File: src/rtl/mul_wb_pkg.sv
// Shared types and sizes for the HI/LO + writeback-queue block.
//   REG_W    : data width of HI/LO and writeback data
//   DST_W    : register-file destination index width
//   WB_DEPTH : writeback queue depth
//   q_state_t: queue occupancy state, encoded as the entry count
package mul_wb_pkg;
  localparam int REG_W    = 32;
  localparam int DST_W    = 5;
  localparam int WB_DEPTH = 2;

  typedef enum logic [1:0] {
    EMPTY = 2'd0,
    ONE   = 2'd1,
    FULL  = 2'd2
  } q_state_t;

  typedef struct packed {
    logic [DST_W-1:0] dst;
    logic [REG_W-1:0] data;
  } wb_entry_t;
endpackage

File: src/rtl/mul_hilo_wb_if.sv
// Issue-side requests and writeback-port handshake for mul_hilo_wb.
//   slave  : the HI/LO block (consumes requests, drives writeback head)
//   master : upstream issue logic + register-file write port
interface mul_hilo_wb_if;
  import mul_wb_pkg::*;
  logic             fire;
  logic             is_mul;
  logic [DST_W-1:0] dst;
  logic [REG_W-1:0] hi_in;
  logic [REG_W-1:0] lo_in;
  logic [REG_W-1:0] shift_in;
  logic             mfhi;
  logic             mflo;
  logic [DST_W-1:0] mf_dst;
  logic             mthi;
  logic             mtlo;
  logic [REG_W-1:0] mt_data;
  logic             wb_grant;
  logic             wb_valid;
  logic [DST_W-1:0] wb_dst;
  logic [REG_W-1:0] wb_data;
  logic             full_stall;

  modport slave (
    input  fire, is_mul, dst, hi_in, lo_in, shift_in,
           mfhi, mflo, mf_dst, mthi, mtlo, mt_data, wb_grant,
    output wb_valid, wb_dst, wb_data, full_stall
  );
  modport master (
    output fire, is_mul, dst, hi_in, lo_in, shift_in,
           mfhi, mflo, mf_dst, mthi, mtlo, mt_data, wb_grant,
    input  wb_valid, wb_dst, wb_data, full_stall
  );
endinterface

File: src/rtl/wb_fifo2.sv
// Two-entry in-order writeback queue. Slot 0 is always the head, so the
// output is a plain register and stays stable until popped.
//   gated_clock, resetn : clock, synchronous active-low reset
//   push_i / din_i      : enqueue request and entry (ignored when full w/o pop)
//   pop_i               : dequeue head (ignored when empty)
//   dout_o              : head entry
//   count_o             : occupancy 0..2
//   full_o              : occupancy == 2
module wb_fifo2
  import mul_wb_pkg::*;
(
  input  logic       gated_clock,
  input  logic       resetn,
  input  logic       push_i,
  input  logic       pop_i,
  input  wb_entry_t  din_i,
  output wb_entry_t  dout_o,
  output logic [1:0] count_o,
  output logic       full_o
);
  q_state_t  state_q, state_d;
  wb_entry_t mem_q [WB_DEPTH];
  wb_entry_t mem_d [WB_DEPTH];
  logic      do_push, do_pop;

  assign do_pop  = pop_i & (state_q != EMPTY);
  assign do_push = push_i & ((state_q != FULL) | do_pop);

  always_ff @(posedge gated_clock) begin
    if (!resetn) begin
      state_q  <= EMPTY;
      mem_q[0] <= '0;
      mem_q[1] <= '0;
    end else begin
      state_q  <= state_d;
      mem_q[0] <= mem_d[0];
      mem_q[1] <= mem_d[1];
    end
  end

  always_comb begin
    state_d  = state_q;
    mem_d[0] = mem_q[0];
    mem_d[1] = mem_q[1];
    unique case (state_q)
      EMPTY: if (do_push) begin
        mem_d[0] = din_i;
        state_d  = ONE;
      end
      ONE: begin
        if (do_push && do_pop) begin
          mem_d[0] = din_i;
        end else if (do_push) begin
          mem_d[1] = din_i;
          state_d  = FULL;
        end else if (do_pop) begin
          state_d  = EMPTY;
        end
      end
      FULL: if (do_pop) begin
        // Shift tail into head; a same-cycle push refills the tail.
        mem_d[0] = mem_q[1];
        if (do_push) mem_d[1] = din_i;
        else         state_d  = ONE;
      end
      default: state_d = EMPTY;
    endcase
  end

  assign dout_o  = mem_q[0];
  assign count_o = state_q;
  assign full_o  = (state_q == FULL);
endmodule

File: src/rtl/mul_hilo_wb.sv
// Architectural HI/LO registers plus the writeback queue for shift results
// and MFHI/MFLO. Mul completions load HI/LO directly; shifts and moves-from
// go through a 2-entry queue to the register-file write port.
//   gated_clock, resetn : clock, synchronous active-low reset
//   bus (slave)         : issue requests, writeback head, full_stall
//   hi, lo              : architectural HI/LO
module mul_hilo_wb
  import mul_wb_pkg::*;
(
  input  logic             gated_clock,
  input  logic             resetn,
  mul_hilo_wb_if.slave     bus,
  output logic [REG_W-1:0] hi,
  output logic [REG_W-1:0] lo
);
  logic [REG_W-1:0] hi_q, hi_d, lo_q, lo_d;
  logic             push_req, push, pop, full;
  wb_entry_t        push_ent, head;
  logic [1:0]       count;

  always_ff @(posedge gated_clock) begin
    if (!resetn) begin
      hi_q <= '0;
      lo_q <= '0;
    end else begin
      hi_q <= hi_d;
      lo_q <= lo_d;
    end
  end

  // Priority fire > mthi/mtlo > mfhi/mflo. Moves-from read the registered
  // HI/LO only, so a same-cycle mul result is never forwarded.
  always_comb begin
    hi_d     = hi_q;
    lo_d     = lo_q;
    push_req = 1'b0;
    push_ent = '0;
    if (bus.fire) begin
      if (bus.is_mul) begin
        hi_d = bus.hi_in;
        lo_d = bus.lo_in;
      end else if (bus.dst != '0) begin
        push_req = 1'b1;
        push_ent = '{dst: bus.dst, data: bus.shift_in};
      end
    end else if (bus.mthi || bus.mtlo) begin
      if (bus.mthi) hi_d = bus.mt_data;
      if (bus.mtlo) lo_d = bus.mt_data;
    end else if ((bus.mfhi || bus.mflo) && bus.mf_dst != '0) begin
      push_req = 1'b1;
      push_ent = '{dst: bus.mf_dst, data: (bus.mfhi ? hi_q : lo_q)};
    end
  end

  // A grant frees the head slot this cycle, so a full queue can still
  // accept; only full-without-grant stalls.
  assign bus.full_stall = full & ~bus.wb_grant;
  assign push           = push_req & ~bus.full_stall;
  assign pop            = bus.wb_valid & bus.wb_grant;

  wb_fifo2 u_fifo (
    .gated_clock (gated_clock),
    .resetn      (resetn),
    .push_i      (push),
    .pop_i       (pop),
    .din_i       (push_ent),
    .dout_o      (head),
    .count_o     (count),
    .full_o      (full)
  );

  assign bus.wb_valid = (count != 2'd0);
  assign bus.wb_dst   = head.dst;
  assign bus.wb_data  = head.data;
  assign hi           = hi_q;
  assign lo           = lo_q;
endmodule

File: src/flat_wrapper.sv
// flat-port wrapper written by rule: the top's interface ports become plain ports
module mul_hilo_wb_flat import mul_wb_pkg::*;
  (gated_clock, resetn, hi, lo, bus_fire, bus_is_mul, bus_dst, bus_hi_in, bus_lo_in, bus_shift_in, bus_mfhi, bus_mflo, bus_mf_dst, bus_mthi, bus_mtlo, bus_mt_data, bus_wb_grant, bus_wb_valid, bus_wb_dst, bus_wb_data, bus_full_stall);
  mul_hilo_wb_if bus_i ();
  input  logic gated_clock;
  input  logic resetn;
  output logic [REG_W-1:0] hi;
  output logic [REG_W-1:0] lo;
  input wire logic [$bits(bus_i.fire)-1:0] bus_fire;
  input wire logic [$bits(bus_i.is_mul)-1:0] bus_is_mul;
  input wire logic [$bits(bus_i.dst)-1:0] bus_dst;
  input wire logic [$bits(bus_i.hi_in)-1:0] bus_hi_in;
  input wire logic [$bits(bus_i.lo_in)-1:0] bus_lo_in;
  input wire logic [$bits(bus_i.shift_in)-1:0] bus_shift_in;
  input wire logic [$bits(bus_i.mfhi)-1:0] bus_mfhi;
  input wire logic [$bits(bus_i.mflo)-1:0] bus_mflo;
  input wire logic [$bits(bus_i.mf_dst)-1:0] bus_mf_dst;
  input wire logic [$bits(bus_i.mthi)-1:0] bus_mthi;
  input wire logic [$bits(bus_i.mtlo)-1:0] bus_mtlo;
  input wire logic [$bits(bus_i.mt_data)-1:0] bus_mt_data;
  input wire logic [$bits(bus_i.wb_grant)-1:0] bus_wb_grant;
  output wire logic [$bits(bus_i.wb_valid)-1:0] bus_wb_valid;
  output wire logic [$bits(bus_i.wb_dst)-1:0] bus_wb_dst;
  output wire logic [$bits(bus_i.wb_data)-1:0] bus_wb_data;
  output wire logic [$bits(bus_i.full_stall)-1:0] bus_full_stall;
  assign bus_i.fire = bus_fire;
  assign bus_i.is_mul = bus_is_mul;
  assign bus_i.dst = bus_dst;
  assign bus_i.hi_in = bus_hi_in;
  assign bus_i.lo_in = bus_lo_in;
  assign bus_i.shift_in = bus_shift_in;
  assign bus_i.mfhi = bus_mfhi;
  assign bus_i.mflo = bus_mflo;
  assign bus_i.mf_dst = bus_mf_dst;
  assign bus_i.mthi = bus_mthi;
  assign bus_i.mtlo = bus_mtlo;
  assign bus_i.mt_data = bus_mt_data;
  assign bus_i.wb_grant = bus_wb_grant;
  assign bus_wb_valid = bus_i.wb_valid;
  assign bus_wb_dst = bus_i.wb_dst;
  assign bus_wb_data = bus_i.wb_data;
  assign bus_full_stall = bus_i.full_stall;
  mul_hilo_wb u_core (.gated_clock(gated_clock), .resetn(resetn), .bus(bus_i), .hi(hi), .lo(lo));
endmodule
File: config.mk
export PLATFORM = sky130hd
export DESIGN_NAME = mul_hilo_wb_flat
export DESIGN_NICKNAME = d
export VERILOG_FILES = /design/src/rtl/mul_wb_pkg.sv /design/src/rtl/mul_hilo_wb_if.sv /design/src/rtl/wb_fifo2.sv /design/src/rtl/mul_hilo_wb.sv /design/src/flat_wrapper.sv
export SDC_FILE = /design/constraint.sdc
export NUM_CORES = 1
export LEC_CHECK = 0
export CAP_MARGIN = 20
export CORE_MARGIN = 10
export CORE_UTILIZATION = 50
export CTS_BUF_LIST = sky130_fd_sc_hd__clkbuf_8
export DETAILED_ROUTE_END_ITERATION = 8
export DONT_BUFFER_PORTS = 1
export GPL_ROUTABILITY_DRIVEN = 0
export PLACE_DENSITY_LB_ADDON = 0.1
export RECOVER_POWER = 50
export SYNTH_ARGS = -nofsm -noshare
export SYNTH_HDL_FRONTEND = slang
export SYNTH_SLANG_ARGS = --single-unit
File: constraint.sdc
create_clock -name gated_clock -period 4.6 [get_ports gated_clock]
set_input_delay 0.92 -clock gated_clock [delete_from_list [all_inputs] [get_ports gated_clock]]
set_output_delay 0.92 -clock gated_clock [all_outputs]
set_load 0.02 [all_outputs]
Word level (Yosys, flattened, before mapping)
Memories as Yosys holds them, arrays and structs flattened.
Index checks and enable logic that the tools add are counted.

storage, ports and cells
  word-level logic and storage cells = 74
  output and inout bits = 103
  bits of input ports = 147
  memories = 1
  RAM bits = 74
  bits in registers = 66

memory list
  memory               depth  width  rd ports  clocked after Yosys merged registers in  write ports  RTL line        source
  u_core.u_fifo.mem_q  2      37     2         0                                        2            wb_fifo2.sv:22  wb_entry_t mem_q [WB_DEPTH];

operators by class
  bitwise logic cells = 10
  equality and inequality tests = 9
  multiplexer cells = 37
  reductions and logical operators = 14

operators with widths
  cell                  count
  $mux W37              11
  $mux W32              9
  $pmux W37 S3          1
  $mux W74              1
  $pmux W37 S2          1
  $mux W2               6
  $ne A2 B2 Y1 const B  5
  $reduce_bool A5 Y1    2
  $reduce_bool A2 Y1    4
  $mux W1               7
  $pmux W2 S3           1
  $reduce_and A3 Y1     2
  $and A1 B1 Y1         5
  $reduce_and A5 Y1     1
  $ne A3 B3 Y1 const B  1
  $or A1 B1 Y1          3
  $eq A2 B1 Y1 const B  1
  $eq A2 B2 Y1 const B  1
  $logic_and A1 B1 Y1   2
  $logic_not A2 Y1      1
  $logic_or A1 B1 Y1    2
  $ne A2 B1 Y1 const B  1
  $not A1 Y1            2

Logic depth before layout (Yosys ltp)
Gate-level depths: netlist of run 1.

  word-level depth = 11
  mapped depth = 10
  gate-level depth less buffers = 5

By module
From an unflattened synthesis of run 1, not the netlist that was laid out.

unflattened totals
  cell total of the unflattened synthesis = 837
  area, all modules = 7557.2 sq um

by module, submodules not included
  module       cells each  area each (sq um)  sequential area each (sq um)  instances
  wb_fifo2     391         3882.5             1521.5                        1
  mul_hilo_wb  446         3674.8             1281.2                        1

Least setup slack after synthesis of run 1
No wires, ideal clock.

  kind = input to register
  from = input bus_mfhi
  to = memory u_core.u_fifo.mem_q[0][10] (netlist bit)
  stages = 10
  setup time = 0.125 ns
  setup slack = 2.034 ns
  buffers on the path = 5
  arrival = 2.441 ns
  required time = 4.475 ns
  cells stage by stage = clkbuf_1 > or2_0 > buf_2 > and2_1 > buf_6 > and3b_1 > buf_2 > buf_6 > o221a_2 > o2bb2ai_1

RTL lines
  what                RTL line            source
  start: declaration  flat_wrapper.sv:15  input wire logic [$bits(bus_i.mfhi)-1:0] bus_mfhi;
  end: declaration    wb_fifo2.sv:22

Final worst setup path of run 1
  from = input bus_fire
  to = register u_core.lo_q[15] (netlist: u_core.lo[15])

between the ends
  cells in the longest elaborated chain, start to end = 2
  elaborated cells between the ends (all ways) = 5
  those cells by class = eq/ne: 1; mux: 1; reduce/logical: 3

ends and longest elaborated chain
  what                                                                 RTL line           source
  start: declaration                                                   flat_wrapper.sv:9  input wire logic [$bits(bus_i.fire)-1:0] bus_fire;
  $ne A2 B1 Y1 (no source line) or $reduce_bool A2 Y1 (tied branches)  --
  $reduce_and A3 Y1 (no source line)                                   --
  end signal: assignment                                               mul_hilo_wb.sv:27  lo_q <= lo_d;
  end: declaration                                                     mul_hilo_wb.sv:16  logic [REG_W-1:0] hi_q, hi_d, lo_q, lo_d;

Several ways; a longest one is shown, not always the timed one.
A chain may end at the register's enable or synchronous reset.

==> run metrics, run 1 <==
largest net degree at the start of global routing=103; CP Data Arrival Time=3.46 ns; H-tree depth=4; share of the core filled with cells=0.521; relative slew slack=-0.795; Resize count post-CTS=0; TritonCTS clock tree=done; Total GRT Usage=0.223; CTS Buf Count=17; Max Cap Viol=2; CP peak stage delay=1.90 ns; peak supply drop=0.000190 V; Worst Hold Class=flop to flop; Syn Nets=974; most frequent cells in the layout=140 x dfxtp_1, 102 x a21oi_1, 77 x nand2_1; Pins Over Slew Limit=130; synth warn=0; DR WL/cell=25.0 um; Crit path max-delay family=buffers and inverters; commonest non-fill, non-tap cell in the layout=dfxtp_1; first-pass GRT wire length=35100 um; Fin. Hold Viols=0; Worst-Skew Late Latency=0.44 ns; clk sink count=140; initial core utilization=0.517; Final Setup Violations=0; Syn-to-layout area delta=0.724%; area used by multi-input combinational logic=3800 um2; remaining global-route overflow=0; fin crit period=3.13 ns; non-filler instance count after layout=926; Yosys reg bits=140; unrepaired setup endpoints after global routing=false; Seq. cell area=2800 um2; vias in the first global route=5854; Synth cell types=36; post-synth top area cell=dfxtp_1; CP Capture Type=flop; setup_tns=0 ns; crit path kind=primary input to flop; failing checks=capacitance limit, slew limit; diode count=0; top area cells in the synthesized netlist=dfxtp_1 39%, a211oi_1 7.3%, a21oi_1 7.1%; # nets final=881; port buffer count=0; hold_ws=0.524 ns; Avg Inst Size Synth=8.78 um2; DRC=0; detailed placement HPWL=16600 um; CTS clock-pin slew for the worst setup and hold paths=0.08 ns; vias=6000; WP buf/inv=1; Setup Fix Bufs, Post-CTS=0; Power Dens Cells=368 nW/um2; status=finished with violations; die area=19700 um2; IO Pins=250; Post-synth ARST share=0; ys flop type=dfxtp_1; Detail Route Antenna Nets=0; Die Span Y=140 um; Startpoint Class=primary input; clk_skew=0.0109 ns; register area share after synthesis=0.386; Pre-antenna DRT Iters=5; initial antenna violation count=0; number of synthesized flops with an enable pin=0; fraction of layout cells with a size suffix above 1=0.192; Post-Syn Area=7260 um2; slowest CP cell=clkbuf_1; CP max FO=102; worst slew pin tran=2.69 ns; Max Buffers Root-to-Sink=2; Post-Route WL=23100 um; final period utilization=0.681; total power=2.69 mW; Initial DRC Count=428; CP cell instances=nand2_1 > o21ai_4 > clkbuf_1 > nor2_1 > a211oi_1; Peak Freq=319 MHz; Die W=140 um; reg2reg setup slack=2.37 ns; hold buffer count at CTS=0; Synth top area share=0.386; Post-Syn Instances=827; Fill cells=1299; WP data required=4.93 ns; core area=14000 um2; cell count after placement=895; Std-Cell Rows=43; leakage power=2.58 nW; root buffer cell=clkbuf_8; DR vias/cell=6.48
==> tightest hold or removal path, delay by kind of cell (launching register included) <==
family | cells | cell delay (ns)
DFF | 1 | 0.32
AOI/OAI and AO/OA | 2 | 0.17
==> cell families (layout without fill, tap and decap cells) <==
logic type,Yosys count,in the layout,synth area share
DFF,140,140,0.386
muxes,33,33,0.0512
and+or+nand+nor,194,194,0.117
AOI/OAI and AO/OA,330,330,0.350
buffers and inverters,130,49,0.0959
==> layer usage <==
layer	global-route usage	part of all wire	vias up
li1	-	-	2871
met1	0.266	0.40	2838
met2	0.350	0.47	264
met3	0.100	0.11	27
met4	0.0679	0.017	0
met5	0	0	-
==> cell type report <==
class,instances,share of cell area
multi-input cells,557,0.520
repair buffers,13,0.0151
inverters,5,0.00274
clock inverters,9,0.00668
clock buffers,22,0.0414
flip-flops and latches,140,0.383
well taps,180,0.0308
==> Yosys cell counts (all sizes together) (2+ instances only) <==
master / number
nand2b: 3
nor2: 68
dfxtp: 140
a211oi: 101
buf: 58
clkbuf: 67
o22ai: 5
nand2: 77
o21ai: 14
nand3: 2
o221a: 31
a21oi: 104
a32oi: 37
nor2b: 35
inv: 5
nor3: 3
and2: 2
o2bb2ai: 31
mux2: 33
or2: 2
a21o: 2
==> registers in the layout, summed over array words and instances (netlist names) <==
name / cells
u_core.hi: 32
u_core.lo: 32
u_core.u_fifo.count_o: 2
u_core.u_fifo.mem_q: 74
==> stage by stage <==
step	setup slack [ns]	cell area [um2]
final	1.47	7310
after global routing	1.11	7310
after CTS	1.80	7320
after global placement	1.40	6940
after detailed placement	1.34	6970
after floorplan	2.03	7260
==> power by group <==
part	switching [mW]	internal (mW)	leakage, nW	total [mW]
Clock	0.452	0.433	0.192	0.885
Combinational	0.221	0.154	1.24	0.375
Sequential	0.147	1.29	1.15	1.43
Total	0.820	1.87	2.58	2.69
==> final timing paths <==
path / from / to / depth (start not counted)
hold / removal: u_core.u_fifo.mem_q[0][39]$_SDFFE_PN0P_ / u_core.u_fifo.mem_q[0][39]$_SDFFE_PN0P_ / 2
hold reg to reg: u_core.u_fifo.mem_q[0][39]$_SDFFE_PN0P_ / u_core.u_fifo.mem_q[0][39]$_SDFFE_PN0P_ / 2
setup / recovery: bus_fire / u_core.lo[15]$_SDFFE_PN0P_ / 5
setup reg to reg: u_core.u_fifo.count_o[0]$_SDFFE_PN0P_ / u_core.u_fifo.mem_q[0][14]$_SDFFE_PN0P_ / 6
(Power assumes the default switching activity.)
==> run 2, diff against run 1 <==
==> constraint.sdc (replaced) <==
create_clock -name gated_clock -period 2.7 [get_ports gated_clock]
set_input_delay 0.54 -clock gated_clock [delete_from_list [all_inputs] [get_ports gated_clock]]
set_output_delay 0.54 -clock gated_clock [all_outputs]
set_load 0.02 [all_outputs]
==> run 2 against run 1 <==
Effect of this change:
- the run now ends clean
- final cell count grew 0.65%
- sequential power up 71%
- die area is the same
- highest routed layer unchanged
- global-route usage is 0.16 points lower
==> run metrics, run 2 (synthesis results as in run 1) <==
setup_tns=0 ns (unchanged); Power Dens Cells=649 nW/um2 (+76%); CP Capture Type=flop; leakage power=2.65 nW (+2.6%); clk sink count=140 (unchanged); TritonCTS clock tree=done; share of the core filled with cells=0.529 (+0.00820); H-tree depth=4 (unchanged); core area=14000 um2 (unchanged); Post-Route WL=22900 um (-0.81%); diode count=0 (unchanged); Syn-to-layout area delta=2.31%; Final Setup Violations=0 (unchanged); reg2reg setup slack=0.55 ns (-1.82 ns); DR vias/cell=6.40 (-1.3%); worst slew pin tran=1.38 ns (-1.31 ns); remaining global-route overflow=0 (unchanged); routed metal-1 wire length=9320 um (+0.89%); peak supply drop=0.000252 V (+33%); final period utilization=0.795; fin crit period=2.15 ns; first-pass GRT wire length=34600 um (-1.3%); met3 wire len=2510 um (-2.0%); Resize count post-CTS=0 (unchanged); unrepaired setup endpoints after global routing=false; worst setup path startpoint=u_core.u_fifo.count_o[1]$_SDFFE_PN0P_; relative slew slack=0.0787 (+0.874); WP data required=2.97 ns (-1.96 ns); Setup Fix Bufs, Post-CTS=0 (unchanged); FF-to-FF path depth=5 (-1); area used by multi-input combinational logic=3780 um2 (-0.40%); IO Pins=250 (unchanged); Initial DRC Count=495 (+16%); max reg flops=74 (unchanged); vias=5963 (-0.62%); Die W=140 um (unchanged); DRC=0 (unchanged); Worst-Skew Late Latency=0.44 ns (about the same); root buffer cell=clkbuf_8; crit path kind=flop to flop; commonest non-fill, non-tap cell in the layout=dfxtp_1; detailed placement HPWL=16600 um (about the same); CTS clock-pin slew for the worst setup and hold paths=0.08 ns (about the same); CP max FO=37 (-64%); Die Span Y=140 um (unchanged); most frequent cells in the layout=140 x dfxtp_1, 102 x a21oi_1, 77 x nand2_1; hold path cells=2 (unchanged); clk_skew=0.0106 ns (-0.000331 ns); port buffer count=0 (unchanged); initial core utilization=0.517 (unchanged); Fin. Hold Viols=0 (unchanged); Seq. cell area=2800 um2 (unchanged); Detail Route Antenna Nets=0 (unchanged); Pins Over Slew Limit=0 (-100%); Fill cells=1291 (-0.62%); worst r2r dst=u_core.u_fifo.mem_q[0][38]$_SDFFE_PN0P_; hold buffer count at CTS=0 (unchanged); Setup crit end=u_core.u_fifo.mem_q[0][38]$_SDFFE_PN0P_; largest net degree at the start of global routing=103 (unchanged); largest register by flop count=u_core.u_fifo.mem_q; Pre-antenna DRT Iters=5 (unchanged); # nets final=887 (+0.68%); Total GRT Usage=0.221 (-0.00162); CP Data Arrival Time=2.42 ns (-1.04 ns); initial antenna violation count=0 (unchanged); highest metal used=met4; status=completed; met2 wire len=10700 um (-1.9%); DR WL/cell=24.6 um (-1.5%); CTS Buf Count=17 (unchanged); Std-Cell Rows=43 (unchanged); die area=19700 um2 (unchanged); fraction of layout cells with a size suffix above 1=0.199 (+0.00778); Peak Freq=466 MHz; FF-to-FF Start=u_core.u_fifo.count_o[1]$_SDFFE_PN0P_; Max Buffers Root-to-Sink=2 (unchanged); Worst Hold Class=primary input to flop; Max Cap Viol=0 (-2); vias in the first global route=5736 (-2.0%); min-delay src=resetn; Startpoint Class=flop
==> run 2: worst min-delay path by stage <==
stage                     slack (ns)                                      end
after floorplan                 0.44   u_core.u_fifo.mem_q[0][0]$_SDFFE_PN0P_
after global placement          0.51  u_core.u_fifo.mem_q[0][39]$_SDFFE_PN0P_
after detailed placement        0.52  u_core.u_fifo.mem_q[0][41]$_SDFFE_PN0P_
after CTS                       0.21    u_core.u_fifo.count_o[1]$_SDFFE_PN0P_
after global routing            0.23   u_core.u_fifo.mem_q[0][7]$_SDFFE_PN0P_
final                           0.26   u_core.u_fifo.mem_q[0][6]$_SDFFE_PN0P_
==> run 2: layer usage <==
layer	track usage	up-vias
li1	-	2891
met1	0.270	2777
met2	0.340	271
met3	0.0984	24
met4	0.0679	0
met5	0	-
==> run 2: final cells by class <==
type | instances | share of cell area
Multi-Input combinational cell | 557 | 0.510
Sequential cell | 140 | 0.377
Clock buffer | 20 | 0.0371
Tap cell | 180 | 0.0303
Timing Repair Buffer | 19 | 0.0254
Clock inverter | 11 | 0.0172
Inverter | 5 | 0.00270
==> run 2: metrics by stage <==
stage	area, um2	cells	total power [mW]	hold WS (ns)	worst slack, ns
4_1_cts	7440	932	4.86	0.210	0.563
5_1_grt	7420	932	5.02	0.230	0.342
3_5_place_dp	7040	901	3.13	0.517	0.265
6_report	7420	932	4.82	0.255	0.553
3_3_place_gp	7040	901	3.12	0.509	0.324
2_1_floorplan	7260	827	3.00	0.442	0.514
==> run 2: power by group <==
part	internal [mW]	switching, mW
registers	2.19	0.250
logic	0.265	0.375
clock network	0.965	0.775
==> run 2: critical path, stage by stage, from the launching register on <==
cell and delay, ns:
dfxtp_1 0.46, nor2b_1 0.20, nand2_1 0.15, o21ai_2 0.10
and2_2 0.88, a211oi_1 0.19
==> run 3, diff against run 2 <==
==> constraint.sdc (replaced) <==
create_clock -name gated_clock -period 1.9 [get_ports gated_clock]
set_input_delay 0.38 -clock gated_clock [delete_from_list [all_inputs] [get_ports gated_clock]]
set_output_delay 0.38 -clock gated_clock [all_outputs]
set_load 0.02 [all_outputs]
==> run 3 against run 2 <==
Effect of this change:
- die area is the same
- non-clock buffer count grew 40
- critical path type is now flop to output port
- clock power grew 53%
- design area grew 9.9%
- flip-flop and latch count is the same
- critical path depth shrank 1
- first-iteration DRC count shrank 22%
- core utilization grew 5.3 points
- final cell count grew 4.5%
- worst hold slack lost 0.16 ns
- sequential share of layout area shrank 3.4 points
- clock skew grew 0.0010 ns
==> run metrics, run 3 (synthesis results as in run 1) <==
max reg flops=74 (unchanged); WP data required=1.52 ns (-1.45 ns); Std-Cell Rows=43 (unchanged); routed metal-1 wire length=9890 um (+6.1%); worst slew pin tran=0.824 ns (-0.558 ns); relative slew slack=0.447 (+0.369); worst setup margin=0.0670 ns (-0.486 ns); clk sink count=140 (unchanged); CP Data Arrival Time=1.45 ns (-0.97 ns); die area=19700 um2 (unchanged); Die Span Y=140 um (unchanged); Setup Fix Bufs, Post-CTS=0 (unchanged); Reg power frac=0.481 (-0.025); core area=14000 um2 (unchanged); commonest non-fill, non-tap cell in the layout=dfxtp_1; TritonCTS clock tree=done; Total GRT Usage=0.223 (+0.00175); Pins Over Slew Limit=0 (unchanged); fin crit period=1.83 ns; min-delay src=resetn; port buffer count=0 (unchanged); setup_tns=0 ns (unchanged); CTS Buf Count=17 (unchanged); Peak Freq=546 MHz; switching portion of total power=0.291 (+0.000595); largest register by flop count=u_core.u_fifo.mem_q; Worst-Skew Late Latency=0.45 ns (about the same); FF-to-FF path depth=7 (+2); peak supply drop=0.000551 V (+120%); CP Capture Type=output port; Worst Hold Class=primary input to flop; Initial DRC Count=385 (-22%); Hold EP=u_core.u_fifo.mem_q[0][6]$_SDFFE_PN0P_; Power Dens Cells=882 nW/um2 (+36%); Syn-to-layout area delta=12.5%; Fill cells=1261 (-2.3%); reg2reg setup slack=0.11 ns (-0.44 ns); combinational share of power=0.148 (+0.015); hold path cells=2 (unchanged); detailed placement HPWL=17000 um (+2.2%); Detail Route Antenna Nets=0 (unchanged); most frequent cells in the layout=139 x dfxtp_1, 82 x a21oi_1, 77 x nand2_1; Pre-antenna DRT Iters=6 (+1); met2 wire len=10800 um (+0.92%); hold_ws=0.0979 ns (-0.157 ns); vias=6155 (+3.2%); NetSw=2.09 mW (+50%); Startpoint Class=flop; Place WS=-0.167 ns (-0.432 ns); FF-to-FF Start=u_core.u_fifo.count_o[0]$_SDFFE_PN0P_; worst r2r dst=u_core.u_fifo.mem_q[0][3]$_SDFFE_PN0P_; Final Setup Violations=0 (unchanged); Pint=5.10 mW (+49%); DRC=0 (unchanged); vias in the first global route=5973 (+4.1%); hold buffer count at CTS=0 (unchanged); final period utilization=0.965; initial core utilization=0.517 (unchanged); unrepaired setup endpoints after global routing=false; largest net degree at the start of global routing=103 (unchanged); first-pass GRT wire length=35300 um (+1.8%); IO Pins=250 (unchanged); DR WL/cell=23.7 um (-3.4%); met3 wire len=1980 um (-21%); total power=7.20 mW (+49%); Max Buffers Root-to-Sink=2 (unchanged); Die W=140 um (unchanged); Clock power frac=0.371 (+0.010); DR vias/cell=6.32 (-1.2%); Max Cap Viol=0 (unchanged); root buffer cell=clkbuf_8; Placed Instance Area=7740 um2 (+9.9%); fraction of layout cells with a size suffix above 1=0.276 (+0.0767); initial antenna violation count=2 (+2); Seq. cell area=2800 um2 (about the same); CP max FO=6 (-84%); crit path kind=flop to output port; status=completed; Final Instance Area=8160 um2 (+9.9%); clk_skew=0.0116 ns (+0.00101 ns); area used by multi-input combinational logic=4110 um2 (+8.6%); highest metal used=met5; Fin. Hold Viols=0 (unchanged); CTS clock-pin slew for the worst setup and hold paths=0.08 ns (about the same); leakage power=2.92 nW (+10%); worst setup path startpoint=u_core.u_fifo.count_o[0]$_SDFFE_PN0P_; H-tree depth=4 (unchanged); remaining global-route overflow=0 (unchanged); Post-Route WL=23100 um (+0.92%); # nets final=927 (+4.5%)
## run 3: per-layer routing
metal	global-route usage	vias to the layer above
met5	0	-
met4	0.0701	2
met3	0.0828	29
met2	0.349	251
met1	0.277	2908
li1	-	2965
## run 3: critical path, cell delays in order (launching register included)
cell      delay, ns
dfxtp_1        0.32
buf_4          0.14
nand2b_2       0.24
nor2_1         0.15
buf_4          0.16
## run 3: final cells by class
cell class,count,area share
Antenna cell,1,0.000307
Inverter,5,0.00245
Clock buffer,23,0.0388
Multi-Input combinational cell,557,0.504
Sequential cell,140,0.344
Tap cell,180,0.0276
Timing Repair Buffer,59,0.0676
Clock inverter,9,0.0162
## run 3: what timing repair did
item | in CTS | in global routing
gates resized for setup | 0 | 1
endpoints found under the setup margin | 0 | 1
hold endpoints to repair | 0 | 0
## run 3: stage by stage
| step | instances | util |
|---|---|---|
| final | 974 | 0.581 |
| after detailed placement | 941 | 0.551 |
| after floorplan | 827 | - |
| after CTS | 973 | 0.583 |
| after global routing | 974 | 0.581 |
| after global placement | 941 | 0.551 |
## run 3: power groups by stage
stage	logic [mW]	registers (mW)	clock network (mW)
2_1_floorplan	0.915	3.43	0
3_3_place_gp	1.04	3.53	0
3_5_place_dp	1.06	3.54	0
4_1_cts	1.07	3.47	2.71
5_1_grt	1.16	3.49	2.82
6_report	1.06	3.46	2.67
## run 3: worst max-delay path by stage
stage / endpoint / slack [ns] / cells after the start
after floorplan: u_core.u_fifo.mem_q[0][27]$_SDFFE_PN0P_ / -0.04 / 10
after global placement: u_core.u_fifo.mem_q[0][6]$_SDFFE_PN0P_ / -0.11 / 7
after detailed placement: u_core.u_fifo.mem_q[0][17]$_SDFFE_PN0P_ / -0.17 / 7
after CTS: bus_full_stall / 0.02 / 4
after global routing: bus_full_stall / 0.002 / 4
final: bus_full_stall / 0.07 / 4
